<file path="config.mk">
export PLATFORM = sky130hd
export DESIGN_NAME = main_control_fsm
export DESIGN_NICKNAME = d
export VERILOG_FILES = /design/src/rtl/main_control_fsm.sv
export SDC_FILE = /design/constraint.sdc
export NUM_CORES = 1
export LEC_CHECK = 0
export BUFFER_PORTS_ARGS = -buffer_cell sky130_fd_sc_hd__buf_2
export CAP_MARGIN = 40
export CORE_MARGIN = 5
export CORE_UTILIZATION = 48
export DETAILED_ROUTE_END_ITERATION = 12
export GPL_ROUTABILITY_DRIVEN = 0
export MAX_ROUTING_LAYER = met4
export PLACE_DENSITY = 0.94
export SLEW_MARGIN = 20
export SYNTH_ARGS = -nofsm -noshare
export SYNTH_HDL_FRONTEND = slang
export SYNTH_SLANG_ARGS = --single-unit
</file>
<file path="constraint.sdc">
create_clock -name clk -period 2.78 [get_ports clk]
set_input_delay 0.417 -clock clk [delete_from_list [all_inputs] [get_ports clk]]
set_output_delay 0.417 -clock clk [all_outputs]
set_load 0.005 [all_outputs]
</file>
<file path="src/rtl/main_control_fsm.sv">
// Multicycle MIPS main control unit.
// Walks each instruction through fetch, decode, execute, memory and
// writeback, and drives the datapath enables and mux selects. The outputs
// are a Moore decode of the current state; mem_ready only gates the few
// strobes that must not fire while a memory access is still pending.
module main_control_fsm #(
  parameter logic [5:0] OP_RTYPE = 6'b000000,
  parameter logic [5:0] OP_LW    = 6'b100011,
  parameter logic [5:0] OP_SW    = 6'b101011,
  parameter logic [5:0] OP_BEQ   = 6'b000100,
  parameter logic [5:0] OP_ADDI  = 6'b001000,
  parameter logic [5:0] OP_J     = 6'b000010
) (
  input  logic       clk,
  input  logic       rst_n,
  input  logic [5:0] op,
  input  logic       mem_ready,
  output logic [1:0] aluop,
  output logic       alu_src_a,
  output logic [1:0] alu_src_b,
  output logic [1:0] pc_src,
  output logic       pc_write,
  output logic       pc_write_cond,
  output logic       iord,
  output logic       mem_read,
  output logic       mem_write,
  output logic       ir_write,
  output logic       reg_dst,
  output logic       mem_to_reg,
  output logic       reg_write,
  output logic       instr_done,
  output logic       illegal,
  output logic [3:0] state
);

  typedef enum logic [3:0] {
    S_FETCH    = 4'd0,
    S_DECODE   = 4'd1,
    S_MEMADR   = 4'd2,
    S_MEMRD    = 4'd3,
    S_MEMWB    = 4'd4,
    S_MEMWR    = 4'd5,
    S_RTYPE_EX = 4'd6,
    S_RTYPE_WB = 4'd7,
    S_BEQ      = 4'd8,
    S_ADDI_EX  = 4'd9,
    S_ADDI_WB  = 4'd10,
    S_JUMP     = 4'd11,
    S_ILLEGAL  = 4'd15
  } state_e;

  // ALU operation and operand select encodings
  localparam logic [1:0] ALUOP_ADD   = 2'b00;
  localparam logic [1:0] ALUOP_SUB   = 2'b01;
  localparam logic [1:0] ALUOP_FUNCT = 2'b10;

  localparam logic [1:0] SRCB_B    = 2'b00;
  localparam logic [1:0] SRCB_4    = 2'b01;
  localparam logic [1:0] SRCB_IMM  = 2'b10;
  localparam logic [1:0] SRCB_IMM4 = 2'b11;

  localparam logic [1:0] PCSRC_ALU    = 2'b00;
  localparam logic [1:0] PCSRC_ALUOUT = 2'b01;
  localparam logic [1:0] PCSRC_JUMP   = 2'b10;

  state_e state_q, state_d;
  logic   illegal_q, illegal_d;

  // State and sticky illegal flag; reset abandons any in-flight instruction
  always_ff @(posedge clk) begin
    if (!rst_n) begin
      state_q   <= S_FETCH;
      illegal_q <= 1'b0;
    end else begin
      state_q   <= state_d;
      illegal_q <= illegal_d;
    end
  end

  // Next-state selection; memory states hold until mem_ready
  always_comb begin
    state_d = state_q;
    case (state_q)
      S_FETCH:    state_d = mem_ready ? S_DECODE : S_FETCH;
      S_DECODE: begin
        case (op)
          OP_LW,
          OP_SW:    state_d = S_MEMADR;
          OP_RTYPE: state_d = S_RTYPE_EX;
          OP_BEQ:   state_d = S_BEQ;
          OP_ADDI:  state_d = S_ADDI_EX;
          OP_J:     state_d = S_JUMP;
          default:  state_d = S_ILLEGAL;
        endcase
      end
      // Only loads and stores reach here, so anything not a store is a load
      S_MEMADR:   state_d = (op == OP_SW) ? S_MEMWR : S_MEMRD;
      S_MEMRD:    state_d = mem_ready ? S_MEMWB : S_MEMRD;
      S_MEMWB:    state_d = S_FETCH;
      S_MEMWR:    state_d = mem_ready ? S_FETCH : S_MEMWR;
      S_RTYPE_EX: state_d = S_RTYPE_WB;
      S_RTYPE_WB: state_d = S_FETCH;
      S_BEQ:      state_d = S_FETCH;
      S_ADDI_EX:  state_d = S_ADDI_WB;
      S_ADDI_WB:  state_d = S_FETCH;
      S_JUMP:     state_d = S_FETCH;
      S_ILLEGAL:  state_d = S_ILLEGAL;
      // Encodings 12-14 are unreachable; recover to fetch if ever seen
      default:    state_d = S_FETCH;
    endcase
  end

  // Flag rises on the same edge that enters ILLEGAL so it is visible there
  always_comb begin
    illegal_d = illegal_q | (state_d == S_ILLEGAL);
  end

  // Moore output decode; every field not named for a state stays 0
  always_comb begin
    aluop         = ALUOP_ADD;
    alu_src_a     = 1'b0;
    alu_src_b     = SRCB_B;
    pc_src        = PCSRC_ALU;
    pc_write      = 1'b0;
    pc_write_cond = 1'b0;
    iord          = 1'b0;
    mem_read      = 1'b0;
    mem_write     = 1'b0;
    ir_write      = 1'b0;
    reg_dst       = 1'b0;
    mem_to_reg    = 1'b0;
    reg_write     = 1'b0;
    instr_done    = 1'b0;
    case (state_q)
      S_FETCH: begin
        // PC+4 computed every cycle, but IR/PC only load once memory answers
        mem_read  = 1'b1;
        alu_src_b = SRCB_4;
        ir_write  = mem_ready;
        pc_write  = mem_ready;
      end
      S_DECODE: begin
        // Precompute branch target while the register file is read
        alu_src_b = SRCB_IMM4;
      end
      S_MEMADR: begin
        alu_src_a = 1'b1;
        alu_src_b = SRCB_IMM;
      end
      S_MEMRD: begin
        iord     = 1'b1;
        mem_read = 1'b1;
      end
      S_MEMWB: begin
        mem_to_reg = 1'b1;
        reg_write  = 1'b1;
        instr_done = 1'b1;
      end
      S_MEMWR: begin
        iord       = 1'b1;
        mem_write  = 1'b1;
        instr_done = mem_ready;
      end
      S_RTYPE_EX: begin
        alu_src_a = 1'b1;
        aluop     = ALUOP_FUNCT;
      end
      S_RTYPE_WB: begin
        reg_dst    = 1'b1;
        reg_write  = 1'b1;
        instr_done = 1'b1;
      end
      S_BEQ: begin
        alu_src_a     = 1'b1;
        aluop         = ALUOP_SUB;
        pc_write_cond = 1'b1;
        pc_src        = PCSRC_ALUOUT;
        instr_done    = 1'b1;
      end
      S_ADDI_EX: begin
        alu_src_a = 1'b1;
        alu_src_b = SRCB_IMM;
      end
      S_ADDI_WB: begin
        reg_write  = 1'b1;
        instr_done = 1'b1;
      end
      S_JUMP: begin
        pc_write   = 1'b1;
        pc_src     = PCSRC_JUMP;
        instr_done = 1'b1;
      end
      default: ; // ILLEGAL and unused encodings drive nothing
    endcase
  end

  // Status outputs
  always_comb begin
    illegal = illegal_q;
    state   = state_q;
  end

endmodule
</file>
# ---- Yosys cells after proc, flatten, opt, wreduce, memory -nomap -nowiden
# Cells that the tools add are included.
dict set report totals {
  out_inout_bits 22
  register_bits 5
  wordCells 50
  in_bits 9
}
dict set report op_classes {
  reduce_logical 9
  n_eq_ne 18
  n_mux 20
  bitwise_logic 1
}
# op n
set op_table {}
lappend op_table {{$pmux 4 s8} 1}
lappend op_table {{$eq 4x4->1 const B} 6}
lappend op_table {{$pmux 4 s5} 1}
lappend op_table {{$eq 4x3->1 const B} 4}
lappend op_table {{$eq 6x6->1 const B} 2}
lappend op_table {{$mux 1} 10}
lappend op_table {{$mux 3} 3}
lappend op_table {{$eq 4x2->1 const B} 2}
lappend op_table {{$pmux 2 s2} 2}
lappend op_table {{$reduce_or 2->1} 4}
lappend op_table {{$eq 6x2->1 const B} 1}
lappend op_table {{$eq 6x3->1 const B} 1}
lappend op_table {{$eq 6x4->1 const B} 1}
lappend op_table {{$logic_not 6->1} 1}
lappend op_table {{$pmux 2 s3} 1}
lappend op_table {{$reduce_or 5->1} 1}
lappend op_table {{$eq 4x1->1 const B} 1}
lappend op_table {{$logic_not 4->1} 1}
lappend op_table {{$pmux 1 s2} 2}
lappend op_table {{$reduce_or 4->1} 1}
lappend op_table {{$reduce_or 3->1} 1}
lappend op_table {{$or 1x1->1} 1}

# ---- Longest topological paths before layout
# Gate-level depths: netlist of run 1.
dict set report depth {
  ltp_word 6
  mapped_depth 6
  mapped_depth_nobuf 5
}

# ---- Worst setup path after synthesis of run 1
# No wires, ideal clock.
dict set report synth_path {
  path_kind {input-to-reg}
  startpoint {input op[1]}
  endpoint {register illegal_q, in the netlist illegal}
  path_buffers 0
  setup_slack_ns 0.949
  setup_time_ns 0.117
  arrival_time_ns 1.714
  t_required_ns 2.663
  path_stages 5
  cell_sequence {or4_4 a211o_1 a211oi_2 a31oi_1 a32o_1}
}
dict set report synth_via {
  elab_chain_len 6
  word_cells_on_any_way 12
  cone_classes {eq/ne (6); mux (3); bitwise (1); reduce/logical (2)}
}
# element line_no
set synth_lines {}
lappend synth_lines {{from (decl)} 16} ;# input logic [5:0] op,
lappend synth_lines {{$eq 6x6->1, on equally long branches} {86, 97}}
lappend synth_lines {{$reduce_or 2->1} 86} ;# case (op)
lappend synth_lines {{$pmux 4 s5} 86}
lappend synth_lines {{$pmux 4 s8 *} 83} ;# case (state_q)
lappend synth_lines {{$eq 4x4->1 *} 115} ;# illegal_d = illegal_q | (state_d == S_ILLEGAL);
lappend synth_lines {{$or 1x1->1 *} 115}
lappend synth_lines {{to (signal assigned)} 76} ;# illegal_q <= illegal_d;
lappend synth_lines {{to (decl)} 67} ;# logic illegal_q, illegal_d;
# Every way passes the cells marked *; elsewhere a longest branch is shown, timed or not.
# A chain may end at the register's enable or synchronous reset.

# ---- Worst setup path in the final report of run 1
dict set report layout_path {
  startpoint {register state_q[2], in the netlist state[2]}
  endpoint {output pc_write}
}
dict set report layout_via {
  elab_chain_len 2
  word_cells_on_any_way 3
  cone_classes {eq/ne (1); mux (1); reduce/logical (1)}
}
# element line_no
set layout_lines {}
lappend layout_lines {{from (decl)} 66} ;# state_e state_q, state_d;
lappend layout_lines {{from (signal assigned)} 75} ;# state_q <= state_d;
lappend layout_lines {{$eq 4x4->1 / $logic_not 4->1 (equally long branches)} 134} ;# case (state_q)
lappend layout_lines {{$pmux 1 s2 *} 134}
lappend layout_lines {{to (decl)} 22} ;# output logic pc_write,
# Marked as above.

==> results of run 1 <==
==> cell type report <==
class	count	share of cell area [%]
repair buffers	30	19.08
flip-flops and latches	5	12.72
clock buffers	4	3.339
inverters	3	1.431
well taps	15	2.385
multi-input cells	76	61.05
==> worst max-delay path: cells and delay by family, from the launching register on <==
| kind | cells | cell delay, ns |
|---|---|---|
| and+or+nand+nor | 3 | 0.87 |
| DFF | 1 | 0.46 |
| buffers and inverters | 1 | 0.10 |
==> per-stage QoR <==
step | total power [mW] | hold slack, ns | cells
floorplan | 0.5696 | 0.4656 | 93
global placement | 0.6854 | 0.4485 | 129
detailed placement | 0.7053 | 0.4512 | 129
CTS | 0.7972 | 0.4199 | 133
global route | 0.8728 | 0.4505 | 133
finish | 0.8028 | 0.4172 | 133
==> path summary, 6_finish.rpt <==
check	startpoint	cells after the start	slack, ns	endpoint
setup / recovery	state[2]	4	0.67	pc_write
hold / removal	rst_n	2	0.42	illegal
setup reg to reg	state[1]	5	0.76	illegal
hold reg to reg	illegal	1	0.46	illegal
==> layout by cell type (no fill, tap or decap), types with 2 or more instances in the layout <==
cell                       Yosys  final
sky130_fd_sc_hd__buf_2         0     30
sky130_fd_sc_hd__nor2_1       13     13
sky130_fd_sc_hd__nor3_1        7      7
sky130_fd_sc_hd__nand2b_1      5      5
sky130_fd_sc_hd__nand2_1       5      5
sky130_fd_sc_hd__nand3_1       5      5
sky130_fd_sc_hd__dfxtp_1       5      5
sky130_fd_sc_hd__inv_1         3      3
sky130_fd_sc_hd__and2b_2       3      3
sky130_fd_sc_hd__a21oi_1       3      3
sky130_fd_sc_hd__o21ai_0       3      3
sky130_fd_sc_hd__a31oi_1       3      3
sky130_fd_sc_hd__clkbuf_4      0      3
sky130_fd_sc_hd__or2_2         2      2
sky130_fd_sc_hd__nor3b_1       2      2
sky130_fd_sc_hd__a211oi_1      2      2
sky130_fd_sc_hd__o211ai_1      2      2
==> layer usage <==
metal	vias up	GRT usage (%)	wire, µm
met4	0	5.525	18
met3	3	2.299	212
met1	349	22.57	749
li1	398	-	-
met5	-	-	0
met2	52	28.73	875
==> synth_stat cells, drive strengths merged <==
master	count
o211ai	2
a211o	2
or4	1
a211oi	3
o21a	1
nor3	7
a21oi	3
or4b	1
nand4b	1
nand2	5
or2	2
a31oi	3
a311o	1
a221oi	1
or3b	1
a32o	1
o22ai	1
and3	1
buf	6
nor2	13
dfxtp	5
nor4b	1
xor2	1
a2111oi	1
nand2b	5
and2b	4
xnor2	1
inv	3
nor3b	2
o2111ai	1
a32oi	1
clkbuf	3
o311ai	1
o21ai	3
nand3	5
==> registers in the layout, indices dropped and copies added (netlist names) <==
register	count
illegal	1
state	4
==> cells by family (layout without fill, tap and decap cells) <==
| kind of cell | after synthesis | in the layout | share of synthesized area [%] |
|---|---|---|---|
| xor+xnor | 2 | 2 | 2.642 |
| flops | 5 | 5 | 15.09 |
| simple gates | 49 | 49 | 41.51 |
| buf+inv | 12 | 37 | 12.45 |
| compound gates | 25 | 25 | 28.30 |
==> power breakdown <==
part / total, mW / internal [mW] / switching [mW] / leakage (nW)
combinational: 0.506 / 0.253 / 0.253 / 0.296
clock: 0.0923 / 0.0548 / 0.0376 / 0.0150
sequential: 0.205 / 0.0968 / 0.108 / 0.0409
==> out/summary.log, run 1 <==
INFO  status         status=finished clean
INFO  finish         n_antenna_cell=0
INFO  floorplanning  fp-row-count=13
INFO  grt            grt_start_max_net_pins=24
INFO  floorplanning  floorplan.die_area=2225µm²
INFO  timing         fin_setup_tns=0ns
INFO  timing         layout_setup_ws=0.6721ns
INFO  drt            via_per_inst=6.030
INFO  finish         final_core_util=60.48%
INFO  synthesis      post-synth-top-area-fraction=15.09%
INFO  worst_setup_path cp.required=2.36ns
INFO  worst_setup_path crit_slowest_cell=sky130_fd_sc_hd__or3b_2
INFO  cts            tritoncts=built
INFO  synthesis      yosysSeqAreaShare=15.09%
INFO  worst_hold_path hp-class=input pin to register
INFO  grt            initial_antenna_violation_count=0
INFO  synthesis      total_standard_cell_area_after_synthesis=663.1µm²
INFO  cts            holdBufCountCts=0
INFO  synthesis      post_synth.cell_area_avg=7.130µm²
INFO  worst_setup_path critPathArrivalTime=1.69ns
INFO  synthesis      synthesis.instances=93
INFO  floorplanning  io_pins=31
INFO  cts            cts_max_path_buffers=2
INFO  pwr            leakage=0.3517nW
INFO  finish         fill_cells=122
INFO  synthesis      synth_fp_nets=102
INFO  worst_setup_path crit_chain=or3b_2, nor3_1, or2_2, buf_2
INFO  synthesis      ys_top_cells_by_area=sky130_fd_sc_hd__dfxtp_1 (15%), sky130_fd_sc_hd__nor2_1 (7.4%), sky130_fd_sc_hd__buf_6 (6.8%)
INFO  drt            detail_route.iter0.violations=43
INFO  cts            post-cts-setup-buffers=0
INFO  drt            ant_nets=0
INFO  timing         min_period_over_period=75.82%
INFO  synthesis      yosysTopAreaCell=sky130_fd_sc_hd__dfxtp_1
INFO  finish         nets=128
INFO  timing         max_slew_margin=55.69%
INFO  cts            clkSinkCount=5
INFO  placement      dp.final_hpwl=1388µm
INFO  timing         rsz0062_at_grt=false
INFO  floorplanning  core=1301µm²
INFO  timing         finClkSkew=0.006086ns
INFO  drt            drc=0
INFO  timing         finalHoldViolations=0
INFO  worst_setup_path endpoint_kind=primary output
INFO  placement      worst_slack_at_placement=0.7112ns
INFO  placement      placedInstanceArea=760.7µm²
INFO  pwr            highest_ir_drop_seen_on_vdd=0.3877mV
INFO  synthesis      postSynthRegisterBits=5
INFO  grt            globalRouteOverflowTotal=0
INFO  worst_setup_path category_of_the_worst_setup_path_launch_point=register
INFO  finish         multi_input_area=480.5µm²
INFO  finish         area_grow_syn2layout=18.68%
INFO  run            maxCapViolations=0
INFO  synthesis      yosys.cell_types.count=39
INFO  cts            cts_root_buffer=sky130_fd_sc_hd__clkbuf_4
INFO  drt            wl_per_cell=13.95µm
INFO  timing         worst_slew_pin_slew=0.6637ns
INFO  floorplanning  die_width=47.17µm
INFO  finish         final_non_filler_cell_area=787.0µm²
INFO  worst_setup_path worst_path_largest_cell_delay=0.54ns
INFO  cts            tritoncts.num_buffers=3
INFO  timing         maxClockFrequency=474.4MHz
INFO  synthesis      synth-warning-count=0
INFO  finish         seq_area=100.1µm²
INFO  cts            cts.htree.levels=1
INFO  cts            clk_pin_slew=0.05ns
INFO  drt            detail_route.wirelength=1855µm
INFO  worst_setup_path setup.worst_path.class=register to primary output
INFO  finish         fraction_of_final_layout_cells_with_drive_strength_greater_than_1=37.29%
INFO  grt            grt.total_usage=17.70%
INFO  pwr            power_density=1020nW/µm²
INFO  placement      buffer_ports.inserted=30
INFO  timing         period_needed=2.108ns
INFO  drt            vias_post_dr=802
INFO  cts            worst_skew_late_latency=0.26ns
INFO  floorplanning  floorplan.initialDensity=50.96%
INFO  floorplanning  die-height=47.17µm
INFO  grt            via_count_of_the_first_global_routing_pass=649
INFO  worst_setup_path worst-path-max-fanout=16
INFO  drt            dr.pass1.iters=4
INFO  timing         setup_viol_count_final=0
INFO  grt            grt_pass1_wl=2801µm
INFO  cts            cts_resized=0
INFO  timing         drv_slew=0
Power figures use the tool's default switching activity.
==> inputs of run 2 (changes only) <==
--- a/config.mk
+++ b/config.mk
@@ -5,14 +5,15 @@
 export SDC_FILE = /design/constraint.sdc
 export NUM_CORES = 1
 export LEC_CHECK = 0
+export ABC_AREA = 1
 export BUFFER_PORTS_ARGS = -buffer_cell sky130_fd_sc_hd__buf_2
 export CAP_MARGIN = 40
 export CORE_MARGIN = 5
-export CORE_UTILIZATION = 48
+export CORE_UTILIZATION = 38
 export DETAILED_ROUTE_END_ITERATION = 12
 export GPL_ROUTABILITY_DRIVEN = 0
 export MAX_ROUTING_LAYER = met4
-export PLACE_DENSITY = 0.94
+export PLACE_DENSITY = 0.85
 export SLEW_MARGIN = 20
 export SYNTH_ARGS = -nofsm -noshare
 export SYNTH_HDL_FRONTEND = slang
==> constraint.sdc (replaced) <==
create_clock -name clk -period 1.7 [get_ports clk]
set_input_delay 0.255 -clock clk [delete_from_list [all_inputs] [get_ports clk]]
set_output_delay 0.255 -clock clk [all_outputs]
set_load 0.005 [all_outputs]
==> run 2 against run 1 <==
Compared with the run above:
- first-iteration DRC count is 84% lower
- register-to-register slack lost 0.44 ns
- worst setup slack worse by 0.54 ns
- critical path depth is 2 higher
- final cell count rose by 18%
- count of clock-buffer cells in the layout stayed put
- via count fell by 8.6%
- clock skew up 0.0045 ns
- critical path type unchanged
==> out/summary.log, run 2 <==
INFO  grt            initial_antenna_violation_count=0 [unchanged]
INFO  synthesis      synth_top_cells_by_count=sky130_fd_sc_hd__nand2_1 (28), sky130_fd_sc_hd__nor2_1 (25), sky130_fd_sc_hd__inv_1 (22)
INFO  synthesis      synth-warning-count=0 [unchanged]
INFO  worst_setup_path cp.required=1.44ns [-0.92 ns]
INFO  grt            grt.total_usage=13.41% [-4.3 points]
INFO  timing         finalHoldViolations=0 [unchanged]
INFO  placement      placedInstanceArea=713.2µm² [-6.3%]
INFO  drt            detail_route.iter0.violations=7 [-84%]
INFO  grt            globalRouteOverflowTotal=0 [unchanged]
INFO  timing         rsz0062_at_grt=false
INFO  timing         fin_setup_tns=0ns [unchanged]
INFO  finish         largest_reg_flops=4 [unchanged]
INFO  floorplanning  die_width=48.37µm [+2.5%]
INFO  status         status=finished clean
INFO  finish         mostFrequentLayoutCells=sky130_fd_sc_hd__buf_2 (30), sky130_fd_sc_hd__nand2_1 (27), sky130_fd_sc_hd__nor2_1 (25)
INFO  pwr            highest_ir_drop_seen_on_vdd=0.6209mV [+60%]
INFO  finish         fill_cells=141 [+16%]
INFO  run            maxCapViolations=0 [unchanged]
INFO  worst_setup_path slack_of_the_worst_reg_to_reg_path=0.32ns [-0.44 ns]
INFO  cts            worst_skew_late_latency=0.25ns [about the same]
INFO  worst_setup_path worstSetupEndpoint=alu_src_b[1]
INFO  cts            cts_root_buffer=sky130_fd_sc_hd__clkbuf_4
INFO  timing         period_needed=1.570ns
INFO  grt            via_count_of_the_first_global_routing_pass=636 [-2.0%]
INFO  worst_setup_path category_of_the_worst_setup_path_launch_point=register
INFO  floorplanning  die-height=48.37µm [+2.5%]
INFO  cts            cts.htree.levels=1 [unchanged]
INFO  timing         finClkSkew=0.01057ns [+0.004484 ns]
INFO  worst_setup_path timing.rr.end=illegal
INFO  floorplanning  core=1350µm² [+3.7%]
INFO  synthesis      total_standard_cell_area_after_synthesis=559.3µm² [-16%]
INFO  worst_setup_path endpoint_kind=primary output
INFO  synthesis      post-synth-top-area-fraction=18.79% [+3.7 points]
INFO  drt            ant_nets=0 [unchanged]
INFO  pwr            power_density=1427nW/µm² [+40%]
INFO  pwr            leakage=0.5015nW [+43%]
INFO  drt            detail_route.wirelength=1507µm [-19%]
INFO  timing         min_period_over_period=92.33%
INFO  drt            via_per_inst=4.669 [-23%]
INFO  cts            cts_resized=0 [unchanged]
INFO  synthesis      postSynthRegisterBits=5 [unchanged]
INFO  worst_setup_path critPathArrivalTime=1.31ns [-0.38 ns]
INFO  finish         n_antenna_cell=0 [unchanged]
INFO  cts            clkSinkCount=5 [unchanged]
INFO  floorplanning  fp-row-count=13 [unchanged]
INFO  placement      buffer_ports.inserted=30 [unchanged]
INFO  pwr            report.power.total=1.061mW [+32%]
INFO  cts            tritoncts=built
INFO  worst_hold_path hp-class=input pin to register
INFO  cts            holdBufCountCts=0 [unchanged]
INFO  timing         drv_slew=0 [unchanged]
INFO  timing         setup_viol_count_final=0 [unchanged]
INFO  worst_setup_path setup.worst_path.class=register to primary output
INFO  drt            dr.pass1.iters=4 [unchanged]
INFO  cts            tritoncts.num_buffers=3 [unchanged]
INFO  synthesis      yosys.cell_types.count=16 [-59%]
INFO  timing         maxClockFrequency=637.1MHz
INFO  finish         fraction_of_final_layout_cells_with_drive_strength_greater_than_1=26.76% [-11 points]
INFO  synthesis      synthesis.instances=110 [+18%]
INFO  floorplanning  floorplan.die_area=2339µm² [+5.1%]
INFO  floorplanning  floorplan.initialDensity=41.43% [-9.5 points]
INFO  finish         final_non_filler_cell_area=743.2µm² [-5.6%]
INFO  synthesis      post_synth.cell_area_avg=5.084µm² [-29%]
INFO  drt            wl_per_cell=9.599µm [-31%]
INFO  synthesis      synth_edf_count=0 [unchanged]
INFO  synthesis      ys_top_cells_by_area=sky130_fd_sc_hd__nand2_1 (19%), sky130_fd_sc_hd__dfxtp_1 (18%), sky130_fd_sc_hd__nor2_1 (17%)
INFO  placement      dp.final_hpwl=1248µm [-10%]
INFO  timing         max_slew_margin=82.13% [+26 points]
INFO  grt            grt_start_max_net_pins=7 [-71%]
INFO  cts            cts_max_path_buffers=2 [unchanged]
INFO  timing         worst_slew_pin_slew=0.2670ns [-0.3967 ns]
INFO  synthesis      yosysSeqAreaShare=17.90% [+2.8 points]
INFO  finish         final_common_cell=sky130_fd_sc_hd__buf_2
INFO  cts            clk_pin_slew=0.05ns [about the same]
INFO  synthesis      ys_dominant_reg_cell=sky130_fd_sc_hd__dfxtp_1
INFO  synthesis      async_flop_share=0% [unchanged]
INFO  floorplanning  io_pins=31 [unchanged]
INFO  drt            vias_post_dr=733 [-8.6%]
INFO  worst_setup_path worst-path-max-fanout=6 [-10]
INFO  cts            post-cts-setup-buffers=0 [unchanged]
INFO  drt            drc=0 [unchanged]
INFO  worst_setup_path crit-reg2reg-launch=state[2]
INFO  finish         area_grow_syn2layout=32.89%
INFO  synthesis      yosysTopAreaCell=sky130_fd_sc_hd__nand2_1
INFO  finish         nets=152 [+19%]
INFO  grt            grt_pass1_wl=2587µm [-7.6%]
INFO  synthesis      synth_fp_nets=119 [+17%]
INFO  worst_setup_path rr_worst_depth=9 [+4]
INFO  synthesis      yosysMostFrequentCell=sky130_fd_sc_hd__nand2_1
INFO  worst_setup_path cp-startpoint=state[2]
==> run 2: logic make-up after synthesis <==
logic type	count (synthesis)	synth area share [%]
buffers and inverters	24	17.45
DFF	5	17.90
and+or+nand+nor	66	48.55
AOI/OAI and AO/OA	15	16.11
==> run 2: per-stage QoR <==
stage / setup slack [ns] / cells / util (%) / hold slack, ns
2_1_floorplan: 0.4880 / 110 / - / 0.3654
3_5_place_dp: 0.2907 / 153 / 52.83 / 0.4327
6_report: 0.1304 / 157 / 55.05 / 0.2247
3_3_place_gp: 0.3312 / 153 / 52.83 / 0.4411
5_1_grt: 0.02986 / 157 / 55.05 / 0.2392
4_1_cts: 0.09084 / 157 / 54.77 / 0.2182
==> run 2: how the worst min path moves through the flow <==
stage,depth (start not counted),slack (ns),to,startpoint
after CTS,3,0.22,illegal,rst_n
after global placement,2,0.44,illegal,illegal
final,3,0.22,illegal,rst_n
after global routing,3,0.24,illegal,rst_n
after detailed placement,2,0.43,illegal,illegal
after floorplan,2,0.37,illegal,rst_n
==> run 2: final cells by class <==
type                            count  area [µm²]  share of cell area [%]
Clock buffer                        4       26.28                   3.535
Inverter                           22       82.58                   11.11
Multi-Input combinational cell     81       364.1                   48.99
Sequential cell                     5       101.3                   13.64
Tap cell                           15       18.77                   2.525
Timing Repair Buffer               30       150.1                   20.20
==> run 2: critical path, stage by stage (launching register included) <==
cell                      delay (ns)
sky130_fd_sc_hd__dfxtp_1        0.39
sky130_fd_sc_hd__inv_1          0.08
sky130_fd_sc_hd__nand2_2        0.12
sky130_fd_sc_hd__nor2_1         0.07
sky130_fd_sc_hd__a21oi_1        0.17
sky130_fd_sc_hd__o21ai_0        0.11
sky130_fd_sc_hd__buf_2          0.14
==> run 2: routing by layer <==
layer | wire (µm) | vias to the layer above | GRT usage, %
met5 | 0 | - | -
met4 | 22 | 0 | 7.373
met3 | 167 | 2 | 4.587
met2 | 629 | 26 | 18.91
met1 | 688 | 299 | 16.45
li1 | - | 406 | -
==> run 2: power by group <==
part | leakage [nW] | total [mW] | switching (mW) | internal, mW
Combinational | 0.445 | 0.711 | 0.419 | 0.292
Clock | 0.0150 | 0.144 | 0.0552 | 0.0891
Sequential | 0.0414 | 0.206 | 0.0466 | 0.159
==> inputs of run 3 (changes only) <==
--- a/config.mk
+++ b/config.mk
@@ -6,7 +6,7 @@
 export NUM_CORES = 1
 export LEC_CHECK = 0
 export ABC_AREA = 1
-export BUFFER_PORTS_ARGS = -buffer_cell sky130_fd_sc_hd__buf_2
+export BUFFER_PORTS_ARGS = -buffer_cell sky130_fd_sc_hd__buf_4
 export CAP_MARGIN = 40
 export CORE_MARGIN = 5
 export CORE_UTILIZATION = 38
==> run 3 against run 2 <==
Compared with the run above:
- final cell count unchanged
- clock skew down 0.0070 ns
- worst setup slack worse by 0.023 ns
- largest power group unchanged
==> out/summary.log, run 3 (synthesis gave the netlist of run 2 again) <==
INFO  drt            vias_post_dr=767 [+4.6%]
INFO  finish         fraction_of_final_layout_cells_with_drive_strength_greater_than_1=26.76% [unchanged]
INFO  worst_setup_path timing.rr.end=illegal
INFO  finish         nets=152 [unchanged]
INFO  grt            use_met2=23.48% [+4.6 points]
INFO  timing         fin_setup_tns=0ns [unchanged]
INFO  floorplanning  io_pins=31 [unchanged]
INFO  grt            global_routing_s_busiest_layer=met2
INFO  timing         max_slew_margin=81.72% [-0.41 points]
INFO  finish         fill_cells=136 [-3.5%]
INFO  drt            wl_per_cell=10.56µm [+10%]
INFO  worst_setup_path crit_chain=inv_1, nand2_1, nor2_1, nor2_1, o221ai_1, buf_4
INFO  finish         final_cells=157 [unchanged]
INFO  drt            detail_route.wirelength=1658µm [+10%]
INFO  cts            cts_root_buffer=sky130_fd_sc_hd__clkbuf_4
INFO  worst_hold_path worstHoldStart=rst_n
INFO  grt            grt_pass1_wl=2677µm [+3.5%]
INFO  run            maxCapViolations=0 [unchanged]
INFO  drt            dr.pass1.iters=7 [+3]
INFO  cts            tritoncts.num_buffers=3 [unchanged]
INFO  drt            via_per_inst=4.885 [+4.6%]
INFO  placement      dp.final_hpwl=1384µm [+11%]
INFO  floorplanning  floorplan.initialDensity=41.43% [unchanged]
INFO  drt            ant_nets=0 [unchanged]
INFO  cts            clkSinkCount=5 [unchanged]
INFO  finish         mostFrequentLayoutCells=sky130_fd_sc_hd__buf_4 (30), sky130_fd_sc_hd__nand2_1 (27), sky130_fd_sc_hd__nor2_1 (25)
INFO  worst_setup_path crit-reg2reg-launch=state[3]
INFO  finish         area_grow_syn2layout=46.76%
INFO  floorplanning  core=1350µm² [unchanged]
INFO  finish         largest_reg_flops=4 [unchanged]
INFO  worst_hold_path hp-class=input pin to register
INFO  placement      buffer_ports.inserted=30 [unchanged]
INFO  worst_setup_path worst_path_largest_cell_delay=0.42ns [+0.03 ns]
INFO  floorplanning  fp-row-count=13 [unchanged]
INFO  worst_setup_path slack_of_the_worst_reg_to_reg_path=0.29ns [-0.03 ns]
INFO  worst_setup_path category_of_the_worst_setup_path_launch_point=register
INFO  floorplanning  floorplan.die_area=2339µm² [unchanged]
INFO  worst_setup_path worst-path-max-fanout=5 [-1]
INFO  floorplanning  die-height=48.37µm [unchanged]
INFO  grt            globalRouteOverflowTotal=0 [unchanged]
INFO  finish         n_antenna_cell=0 [unchanged]
INFO  cts            cts.htree.levels=1 [unchanged]
INFO  timing         finalHoldViolations=0 [unchanged]
INFO  cts            cts_max_path_buffers=2 [unchanged]
INFO  cts            clk_pin_slew=0.04ns [about the same]
INFO  floorplanning  die_width=48.37µm [unchanged]
INFO  worst_setup_path cp.required=1.44ns [about the same]
INFO  worst_setup_path worst-path-buf-inv=2 [unchanged]
INFO  finish         final_core_util=60.80% [+5.7 points]
INFO  placement      post-place-cells=153 [unchanged]
INFO  finish         final_common_cell=sky130_fd_sc_hd__buf_4
INFO  worst_setup_path critPathMostFrequentCell=sky130_fd_sc_hd__nor2_1
INFO  drt            drc=0 [unchanged]
INFO  timing         worst_slew_pin_slew=0.2732ns [+0.006175 ns]
INFO  grt            via_count_of_the_first_global_routing_pass=673 [+5.8%]
INFO  worst_setup_path critical_path.top_delay_family=flip-flops
INFO  timing         drv_slew=0 [unchanged]
INFO  worst_setup_path crit_slowest_cell=sky130_fd_sc_hd__dfxtp_1
INFO  pwr            highest_ir_drop_seen_on_vdd=0.8174mV [+32%]
INFO  cts            tritoncts=built
INFO  pwr            power_density=1447nW/µm² [+1.4%]
INFO  grt            met1_usage=14.60% [-1.9 points]
INFO  pwr            leakage=0.5124nW [+2.2%]
INFO  worst_setup_path endpoint_kind=primary output
INFO  placement      placedInstanceArea=788.3µm² [+11%]
INFO  grt            met3_usage_grt=4.587% [unchanged]
INFO  grt            grt_start_max_net_pins=7 [unchanged]
INFO  worst_setup_path critPathArrivalTime=1.34ns [+0.03 ns]
INFO  timing         setup_viol_count_final=0 [unchanged]
INFO  timing         min_period_over_period=93.67% [+1.3 points]
INFO  worst_setup_path setup.worst_path.class=register to primary output
INFO  pwr            report.power.total=1.188mW [+12%]
INFO  drt            detail_route.iter0.violations=20 [+13]
INFO  timing         maxClockFrequency=628.0MHz [-1.4%]
INFO  cts            worst_skew_late_latency=0.24ns [about the same]
INFO  grt            initial_antenna_violation_count=0 [unchanged]
INFO  timing         finClkSkew=0.003611ns [-0.006959 ns]
INFO  worst_setup_path rr_worst_depth=9 [unchanged]
INFO  grt            grt.total_usage=13.60% [+0.18 points]
INFO  status         status=finished clean
INFO  timing         rsz0062_at_grt=false
INFO  worst_hold_path min_delay_path_depth=3 [unchanged]
INFO  finish         final_non_filler_cell_area=820.8µm² [+10%]
INFO  worst_hold_path whs_endpoint=illegal
INFO  timing         period_needed=1.592ns [+0.02275 ns]
==> run 3: routing by layer <==
layer  vias up  part of all wire, %  wire [µm]
met5         -                    0          0
met4         0                    0          0
met3         0                   12        203
met2        34                   48        794
met1       326                   40        660
li1        407                    -          -
==> run 3: stage by stage <==
| stage | hold slack [ns] | setup WS (ns) |
|---|---|---|
| after floorplan | 0.3654 | 0.4880 |
| after global placement | 0.4358 | 0.3506 |
| after detailed placement | 0.4400 | 0.3304 |
| after CTS | 0.2296 | 0.07385 |
| after global routing | 0.2424 | 0.02179 |
| final | 0.2310 | 0.1077 |
==> run 3: worst reg2reg max path: cells and delay by family, from the launching register on <==
kind | cells | cell delay, ns
flops | 1 | 0.42
buf+inv | 2 | 0.13
compound gates | 1 | 0.10
simple gates | 6 | 0.65
==> run 3: what timing repair did <==
action                                  CTS  global route
setup buffers                             0             0
endpoints found under the setup margin    0             2
hold buffers                              0             0
resized for setup                         0             2
==> run 3: where the power goes <==
group / switching (mW) / leakage (nW) / total, mW / internal, mW
clock network: 0.0443 / 0.0150 / 0.133 / 0.0884
logic: 0.445 / 0.456 / 0.848 / 0.403
registers: 0.0493 / 0.0409 / 0.207 / 0.158
total: 0.539 / 0.512 / 1.19 / 0.649
==> run 3: worst max path at each step <==
stage / start / end / slack, ns / depth (start not counted)
2_1_floorplan: state[2] / illegal / 0.49 / 9
3_3_place_gp: state[3] / illegal / 0.35 / 9
3_5_place_dp: state[2] / alu_src_b[1] / 0.33 / 6
4_1_cts: state[2] / alu_src_b[1] / 0.07 / 6
5_1_grt: state[3] / instr_done / 0.02 / 6
6_report: state[3] / instr_done / 0.11 / 6
==> run 3: area by class of cell <==
cell class,count,area [µm²],share of cell area [%]
Clock buffer,4,26.28,3.201
Multi-Input combinational cell,81,367.9,44.82
Tap cell,15,18.77,2.287
Inverter,22,82.58,10.06
Sequential cell,5,100.1,12.20
Timing Repair Buffer,30,225.2,27.44
